`src/rtl/spi_slave_rx_pkg.sv`:
```
// Shared widths and FSM encoding for the SPI slave receiver.
package spi_slave_rx_pkg;

    localparam int BYTE_W    = 8;
    localparam int BIT_CNT_W = 3;

    typedef enum logic [1:0] {
        ST_RESYNC = 2'd0,
        ST_IDLE   = 2'd1,
        ST_ACTIVE = 2'd2
    } state_e;

endpackage

```
`src/rtl/spi_slave_rx_if.sv`:
```
// SPI pins plus the received-byte side channel toward the text display.
interface spi_slave_rx_if #(
    parameter int CNT_W = 8
);
    import spi_slave_rx_pkg::*;

    logic              sclk;
    logic              mosi;
    logic              cs_n;
    logic              miso;
    logic [BYTE_W-1:0] spi_data;
    logic              new_data;
    logic              frame_err;
    logic [CNT_W-1:0]  rx_count;

    // The receiver: consumes the SPI pins, produces miso and the byte stream.
    modport slave (
        input  sclk, mosi, cs_n,
        output miso, spi_data, new_data, frame_err, rx_count
    );

    // The SPI master / environment side.
    modport master (
        output sclk, mosi, cs_n,
        input  miso, spi_data, new_data, frame_err, rx_count
    );

endinterface

```
`src/rtl/spi_slave_rx_bit_sync.sv`:
```
// Single-bit synchronizer: STAGES-deep flop chain into the clk domain.
// Deliberately not reset, so a reset mid-frame sees the true pin level
// immediately instead of a fake idle level followed by a fake cs_n edge.
module bit_sync #(
    parameter int STAGES = 2
) (
    input  logic clk,
    input  logic d,
    output logic q
);

    logic [STAGES-1:0] sync_q;
    logic [STAGES-1:0] sync_d;

    // Shift the async input one stage deeper each cycle.
    always_comb begin
        sync_d = {sync_q[STAGES-2:0], d};
    end

    // Synchronizer register chain.
    always_ff @(posedge clk) begin
        sync_q <= sync_d;
    end

    assign q = sync_q[STAGES-1];

endmodule

```
`src/rtl/spi_slave_rx.sv`:
```
// SPI mode-0 slave receiver, MSB first, oversampled in the clk domain.
// Delivers each byte with a one-cycle new_data strobe and echoes the
// previous byte back on miso.
module spi_slave_rx
    import spi_slave_rx_pkg::*;
#(
    parameter int SYNC_STAGES = 2,
    parameter int CNT_W       = 8
) (
    input  logic           clk,
    input  logic           rst,
    spi_slave_rx_if.slave  bus
);

    localparam logic [BIT_CNT_W-1:0] LAST_BIT = BIT_CNT_W'(BYTE_W - 1);

    logic sclk_s, mosi_s, cs_n_s;

    bit_sync #(.STAGES(SYNC_STAGES)) u_sync_sclk (.clk(clk), .d(bus.sclk), .q(sclk_s));
    bit_sync #(.STAGES(SYNC_STAGES)) u_sync_mosi (.clk(clk), .d(bus.mosi), .q(mosi_s));
    bit_sync #(.STAGES(SYNC_STAGES)) u_sync_cs_n (.clk(clk), .d(bus.cs_n), .q(cs_n_s));

    state_e                state_q, state_d;
    logic                  sclk_prev_q, sclk_prev_d;
    logic                  cs_n_prev_q, cs_n_prev_d;
    logic [BIT_CNT_W-1:0]  bit_cnt_q, bit_cnt_d;
    logic [BYTE_W-1:0]     shift_q, shift_d;
    logic [BYTE_W-1:0]     tx_q, tx_d;
    logic [BYTE_W-1:0]     echo_q, echo_d;
    logic                  miso_q, miso_d;
    logic [BYTE_W-1:0]     spi_data_q, spi_data_d;
    logic                  new_data_q, new_data_d;
    logic                  frame_err_q, frame_err_d;
    logic [CNT_W-1:0]      rx_count_q, rx_count_d;

    logic sclk_rise, sclk_fall, cs_fall, cs_rise;

    assign sclk_rise =  sclk_s & ~sclk_prev_q;
    assign sclk_fall = ~sclk_s &  sclk_prev_q;
    assign cs_fall   = ~cs_n_s &  cs_n_prev_q;
    assign cs_rise   =  cs_n_s & ~cs_n_prev_q;

    // Next-state: framing FSM, rx/tx shifters, byte delivery and echo.
    always_comb begin
        state_d     = state_q;
        sclk_prev_d = sclk_s;
        cs_n_prev_d = cs_n_s;
        bit_cnt_d   = bit_cnt_q;
        shift_d     = shift_q;
        tx_d        = tx_q;
        echo_d      = echo_q;
        miso_d      = miso_q;
        spi_data_d  = spi_data_q;
        new_data_d  = 1'b0;
        frame_err_d = 1'b0;
        rx_count_d  = rx_count_q;

        case (state_q)
            // Wait out any frame already in progress when reset was applied.
            ST_RESYNC: begin
                if (cs_n_s) state_d = ST_IDLE;
            end
            ST_IDLE: begin
                if (cs_fall) begin
                    state_d   = ST_ACTIVE;
                    bit_cnt_d = '0;
                    // Echo MSB goes out right away; tx then holds the remaining bits.
                    miso_d    = echo_q[BYTE_W-1];
                    tx_d      = {echo_q[BYTE_W-2:0], 1'b0};
                end
            end
            ST_ACTIVE: begin
                if (sclk_rise) begin
                    shift_d   = {shift_q[BYTE_W-2:0], mosi_s};
                    bit_cnt_d = bit_cnt_q + 1'b1;
                    if (bit_cnt_q == LAST_BIT) begin
                        spi_data_d = shift_d;
                        new_data_d = 1'b1;
                        rx_count_d = rx_count_q + 1'b1;
                        echo_d     = shift_d;
                        // Full byte: its MSB leaves on the next sclk fall.
                        tx_d       = shift_d;
                    end
                end
                if (sclk_fall) begin
                    miso_d = tx_q[BYTE_W-1];
                    tx_d   = {tx_q[BYTE_W-2:0], 1'b0};
                end
                // Evaluated after the rise so an 8th bit landing with cs_n rise still counts.
                if (cs_rise) begin
                    state_d = ST_IDLE;
                    if (bit_cnt_d != '0) frame_err_d = 1'b1;
                    bit_cnt_d = '0;
                    shift_d   = '0;
                end
            end
            default: state_d = ST_RESYNC;
        endcase
    end

    // State register with synchronous reset.
    always_ff @(posedge clk) begin
        if (rst) begin
            state_q     <= ST_RESYNC;
            sclk_prev_q <= 1'b0;
            cs_n_prev_q <= 1'b1;
            bit_cnt_q   <= '0;
            shift_q     <= '0;
            tx_q        <= '0;
            echo_q      <= '0;
            miso_q      <= 1'b0;
            spi_data_q  <= '0;
            new_data_q  <= 1'b0;
            frame_err_q <= 1'b0;
            rx_count_q  <= '0;
        end else begin
            state_q     <= state_d;
            sclk_prev_q <= sclk_prev_d;
            cs_n_prev_q <= cs_n_prev_d;
            bit_cnt_q   <= bit_cnt_d;
            shift_q     <= shift_d;
            tx_q        <= tx_d;
            echo_q      <= echo_d;
            miso_q      <= miso_d;
            spi_data_q  <= spi_data_d;
            new_data_q  <= new_data_d;
            frame_err_q <= frame_err_d;
            rx_count_q  <= rx_count_d;
        end
    end

    assign bus.miso      = miso_q;
    assign bus.spi_data  = spi_data_q;
    assign bus.new_data  = new_data_q;
    assign bus.frame_err = frame_err_q;
    assign bus.rx_count  = rx_count_q;

endmodule

```
`src/flat_wrapper.sv`:
```
// flat-port wrapper written by rule: the top's interface ports become plain ports
module spi_slave_rx_flat import spi_slave_rx_pkg::*;
#(
    parameter int SYNC_STAGES = 2,
    parameter int CNT_W       = 8
)
  (clk, rst, bus_sclk, bus_mosi, bus_cs_n, bus_miso, bus_spi_data, bus_new_data, bus_frame_err, bus_rx_count);
  spi_slave_rx_if #(.CNT_W(CNT_W)) bus_i ();
  input  logic clk;
  input  logic rst;
  input wire logic [$bits(bus_i.sclk)-1:0] bus_sclk;
  input wire logic [$bits(bus_i.mosi)-1:0] bus_mosi;
  input wire logic [$bits(bus_i.cs_n)-1:0] bus_cs_n;
  output wire logic [$bits(bus_i.miso)-1:0] bus_miso;
  output wire logic [$bits(bus_i.spi_data)-1:0] bus_spi_data;
  output wire logic [$bits(bus_i.new_data)-1:0] bus_new_data;
  output wire logic [$bits(bus_i.frame_err)-1:0] bus_frame_err;
  output wire logic [$bits(bus_i.rx_count)-1:0] bus_rx_count;
  assign bus_i.sclk = bus_sclk;
  assign bus_i.mosi = bus_mosi;
  assign bus_i.cs_n = bus_cs_n;
  assign bus_miso = bus_i.miso;
  assign bus_spi_data = bus_i.spi_data;
  assign bus_new_data = bus_i.new_data;
  assign bus_frame_err = bus_i.frame_err;
  assign bus_rx_count = bus_i.rx_count;
  spi_slave_rx #(.SYNC_STAGES(SYNC_STAGES), .CNT_W(CNT_W)) u_core (.clk(clk), .rst(rst), .bus(bus_i));
endmodule
```
`config.mk`:
```
export PLATFORM = sky130hd
export DESIGN_NAME = spi_slave_rx_flat
export DESIGN_NICKNAME = d
export VERILOG_FILES = /design/src/rtl/spi_slave_rx_pkg.sv /design/src/rtl/spi_slave_rx_if.sv /design/src/rtl/spi_slave_rx_bit_sync.sv /design/src/rtl/spi_slave_rx.sv /design/src/flat_wrapper.sv
export SDC_FILE = /design/constraint.sdc
export NUM_CORES = 1
export LEC_CHECK = 0
export CELL_PAD_IN_SITES_DETAIL_PLACEMENT = 1
export CELL_PAD_IN_SITES_GLOBAL_PLACEMENT = 2
export CORE_MARGIN = 1.5
export CORE_UTILIZATION = 35
export CTS_CLUSTER_DIAMETER = 100
export DETAILED_ROUTE_END_ITERATION = 10
export GPL_TIMING_DRIVEN = 0
export PLACE_DENSITY_LB_ADDON = 0.1
export SLEW_MARGIN = 20
export SYNTH_ARGS = -nofsm -noshare
export SYNTH_HDL_FRONTEND = slang
export SYNTH_SLANG_ARGS = --single-unit
```
`constraint.sdc`:
```
create_clock -name clk -period 2.7 [get_ports clk]
set_clock_uncertainty 0.15 [all_clocks]
set_input_delay 0.27 -clock clk [delete_from_list [all_inputs] [get_ports clk]]
set_output_delay 0.27 -clock clk [all_outputs]
set_load 0.01 [all_outputs]
```
# After elaboration in Yosys (flattened, before gate mapping)
# Index checks and enable logic that the tools add are counted.
[word_totals]
reg_bits = 47
output_inout_bits = 19
wordCells = 69
[classes]
n_addsub = 2
n_bitwise = 11
mux = 21
reduce_logical = 12
n_eq_ne = 9
[ops]
columns = ["operator", "n"]
rows = [
  ["two-way mux 8 bit", 4],
  ["one-hot mux 8 bit (2 select lines)", 1],
  ["two-way mux 7 bit", 2],
  ["two-way mux 3 bit", 4],
  ["AND reduction 3 bit", 3],
  ["adder 8 x 1 -> 8 bit (second input constant)", 1],
  ["inverter 1 bit", 7],
  ["two-way mux 2 bit", 3],
  ["inequality test 2 x 1 -> 1 bit (second input constant)", 3],
  ["inequality test 3 x 1 -> 1 bit (second input constant)", 2],
  ["one-hot mux 2 bit (3 select lines)", 1],
  ["one-hot mux 3 bit (2 select lines)", 1],
  ["OR reduction 3 bit", 2],
  ["AND 1 bit", 4],
  ["two-way mux 1 bit", 4],
  ["AND reduction 2 bit", 2],
  ["AND reduction 4 bit", 1],
  ["nonzero test 2 bit", 2],
  ["adder 3 x 1 -> 3 bit (second input constant)", 1],
  ["equality test 3 bit (second input constant)", 1],
  ["nonzero test 3 bit", 1],
  ["equality test 2 x 1 -> 1 bit (second input constant)", 1],
  ["equality test 2 bit (second input constant)", 1],
  ["zero test 2 bit", 1],
  ["other kinds (2)", 2],
]

# Logic depth before layout (Yosys ltp)
[depth]
depth_word = 6
mapped_depth = 8
ltp_nobuf = 6

# Cells and area by module
# A second synthesis with hierarchy kept.
[unflattened]
cells_unflattened = 203
hier_area_um2 = 1884.3
[modules_own_cells]
columns = ["module", "instances", "area_per_inst_um2", "cells_each", "seq_area_each_um2"]
rows = [
  ["spi_slave_rx", 1, 1764.2, 197, 820.8],
  ["bit_sync", 3, 40.0, 2, 40.0],
]

# Least setup slack after synthesis
# No wires, ideal clock.
[synth_path]
kind = "reg-to-reg"
start = "reg u_core.bit_cnt_q[0]"
end = "reg u_core.tx_q[5]"
arrival_time_ns = 1.511
synth_period_minus_slack_ns = 1.799
path_stages_with_launch = 8
slack_ns = 0.901
path_cell_list = "dfxtp_1 > ha_1 > ha_1 > and3b_1 > o32ai_4 > buf_6 > a211o_1 > a21oi_2"
[synth_between]
elab_chain_len = 3
[synth_rtl]
columns = ["element", "line", "text"]
rows = [
  ["start: declaration", "spi_slave_rx.sv:26", "logic [BIT_CNT_W-1:0] bit_cnt_q, bit_cnt_d;"],
  ["start signal: assignment", "spi_slave_rx.sv:120", "bit_cnt_q <= bit_cnt_d;"],
  ["equality test 3 bit", "spi_slave_rx.sv:76", "if (bit_cnt_q == LAST_BIT) begin"],
  ["inequality test 3 x 1 -> 1 bit (no source line)", "-", ""],
  ["AND reduction 4 bit (no source line)", "-", ""],
  ["end signal: assignment", "spi_slave_rx.sv:122", "tx_q <= tx_d;"],
  ["end: declaration", "spi_slave_rx.sv:28", "logic [BYTE_W-1:0] tx_q, tx_d;"],
]
# Every way passes these cells.
# A chain may end at the register's enable or synchronous reset.

# Worst setup path after layout
[layout_path]
start = "reg u_core.state_q[0]"
end = "reg u_core.bit_cnt_q[0]"
[layout_between]
elab_chain_len = 3
word_cells_on_any_way = 6
classes_between = "3 x eq/ne; 1 x mux; 2 x reduce/logical"
[layout_rtl]
columns = ["element", "line", "text"]
rows = [
  ["start: declaration", "spi_slave_rx.sv:23", "state_e state_q, state_d;"],
  ["start signal: assignment", "spi_slave_rx.sv:117", "state_q <= state_d;"],
  ["equality test 2 x 1 -> 1 bit or equality test 2 bit (tied branches)", "spi_slave_rx.sv:58", "case (state_q)"],
  ["inequality test 2 x 1 -> 1 bit (no source line) or nonzero test 2 bit (tied branches)", "-", ""],
  ["AND reduction 2 bit (no source line)", "-", ""],
]
# Parallel ways exist; a longest one is shown, timed or not.

==> metrics <==
outcome=completed; routed vias/inst=5.04; largest net degree at the start of global routing=16; Core Box Area=5570 um2; Setup Crit Path Kind=register to register; Clk Latency, worst-skew pair=0.30 ns; Finished Layout Cells=324; f_max=0.486 GHz; Placed Cells=316; overflow left after global routing=0; Buf+Inv Stages, Crit Path=3; CTS Buf Count=5; cell with the most instances after synthesis=dfxtp_1; die span in x=79.5 um; Synth warnings=0; final worst-path cycle share=0.762; final-report max-slew violation count=0; detailed-router iteration count before antenna repair=4; synth unique cells=38; Filler cells=659; # rows=27; crit-path max FO=10; DR WL/cell=14.9 um; Largest stage delay, worst path=0.41 ns; count of final hold-check violations=0; Root Driver=clkbuf_8; Critical Path, Cell by Cell=inv_1, ha_1, buf_2, buf_2, o21ai_2, o21ai_0, o22ai_1; CP Capture Type=register; Mapped Nets=235; Async S/R FF share, synth=0; DRC Markers=0; register bit total from synthesis=47; Mapped Area=2050 um2; CTS tree=done; Chip Height=79.5 um; initial drt markers=69; die area=6320 um2; Worst EP arrival=2.08 ns; port bufs=22; via count=1634; Worst setup SP type=register; CTS H-tree lvls=2; Clock Path Buffers=2; clock tree sinks=47; synth cell count leaders=dfxtp_1 (47), nand2_1 (30), nor2_1 (26); fin nets=264; share of layout cells above drive strength 1=0.111; critical path's top delay family=compound AO/OA/AOI/OAI gates; Synth Flop Type=dfxtp_1; Post-Route Setup TNS=0 ns; Worst VDD drop=0.276 mV; PD cells=665 nW/um2; io pins=24; Post-synth EDFFs=0; routed wire length=4830 um; Post-CTS Resized=0; hold_buf cts=0; Post-CTS Setup Bufs=0; antenna cells=0; DP HPWL=3310 um; post-layout min period=2.06 ns; Rel. slew slack=0.529; most common cell type on the critical path=buf_2; CTS clk-pin slew, worst paths=0.09 ns; RePlAce Congestion=0.769; Syn Area/Cell=9.23 um2; Synth top area share=0.459; number of global-route vias before repair=1611; max-cap violations=0; Req. time, crit path=2.73 ns; Initial Util=0.368; Lkg Pwr=0.000889 uW; hold crit path type=register to register; Syn Inst Count=222; largest cells by area after synthesis=dfxtp_1 (46%), nand2_1 (5.5%), ha_1 (4.9%); post-synth top area cell=dfxtp_1; Seq/Total Area, Yosys=0.459; worst-margin pin slew=0.706 ns; gr usage total=0.168; initial antenna violation count=0; Final setup viols=0; antenna-violating nets left=0; RSZ-0062 raised after global routing=false; Layout area overhead=21.1%; global-route wire length before repair=8080 um; CP max-delay cell=o21ai_0
==> metrics by stage <==
step	cell area [um2]	worst slack (ns)	hold slack, ns	util	power [uW]
floorplan	2050	0.901	0.148	-	1020
global placement	2360	0.635	0.161	0.423	1110
detailed placement	2360	0.598	0.163	0.423	1120
CTS	2480	0.594	0.185	0.445	1680
global route	2480	0.438	0.194	0.445	1750
finish	2480	0.644	0.184	0.445	1650
==> path summary, 6_finish.rpt <==
check / startpoint / endpoint / slack, ns / depth (start not counted)
worst max-delay path: u_core.state_q[0]$_SDFFE_PP0P_ / u_core.bit_cnt_q[0]$_SDFFE_PP0P_ / 0.64 / 7
worst min-delay path: u_core.u_sync_mosi.sync_q[0]$_DFF_P_ / u_core.u_sync_mosi.sync_q[1]$_DFF_P_ / 0.18 / 0
worst min register to register: u_core.u_sync_mosi.sync_q[0]$_DFF_P_ / u_core.u_sync_mosi.sync_q[1]$_DFF_P_ / 0.18 / 0
worst max register to register: u_core.state_q[0]$_SDFFE_PP0P_ / u_core.bit_cnt_q[0]$_SDFFE_PP0P_ / 0.64 / 7
==> cells by family (layout without fill, tap and decap cells) <==
family,Yosys count,count (layout),synth area share
buf+inv,19,49,0.0458
mux,9,9,0.0440
compound gates,43,43,0.163
xor+xnor,7,7,0.0299
simple gates,89,89,0.209
flops,47,47,0.459
fa+ha+maj,8,8,0.0488
==> state kept, by name, summed over array words and instances, names as in the netlist <==
signal,count
u_core.bit_cnt_q,3
u_core.bus.frame_err,1
u_core.bus.miso,1
u_core.bus.new_data,1
u_core.bus.rx_count,8
u_core.cs_n_prev_q,1
u_core.echo_q,8
u_core.sclk_prev_q,1
u_core.shift_q,7
u_core.state_q,2
u_core.tx_q,8
u_core.u_sync_cs_n.sync_q,2
u_core.u_sync_mosi.sync_q,2
u_core.u_sync_sclk.sync_q,2
==> per-layer routing <==
layer	part of all wire	GRT usage	wire, um	vias up
li1	-	-	-	822
met1	0.52	0.234	2520	770
met2	0.43	0.255	2080	36
met3	0.034	0.0274	163	6
met4	0.013	0.0684	64	0
met5	0	0	0	-
==> power breakdown <==
group	total [uW]	leakage (uW)	switching, uW	internal, uW
registers	747	0.000382	25.0	722
logic	350	0.000446	215	134
clock network	554	0.0000618	249	305
total	1650	0.000889	490	1160
==> layout make-up <==
| class | instances | area (um2) | area share |
|---|---|---|---|
| multi-input cells | 156 | 1010 | 0.409 |
| flip-flops and latches | 47 | 941 | 0.379 |
| repair buffers | 22 | 220 | 0.0888 |
| well taps | 72 | 90.1 | 0.0363 |
| clock buffers | 6 | 82.6 | 0.0333 |
| plain buffers | 13 | 71.3 | 0.0287 |
| clock inverters | 2 | 38.8 | 0.0156 |
| inverters | 6 | 22.5 | 0.00908 |
==> cells in the final DEF, fill, tap and decap left out, drive strengths merged, types with 2 or more instances in the layout <==
cell type	instances
o21ai	3
buf	7
nand4	4
clkdlybuf4s50	22
clkbuf	12
nor4	2
and3b	2
inv	7
ha	8
mux2i	9
a211oi	2
nand2b	7
a22oi	7
nand3	3
o32ai	3
a21oi	18
and3	2
nor2b	4
xor2	6
or2	3
dfxtp	47
nand2	30
nor2	26
a211o	7
Power figures use the tool's default switching activity.
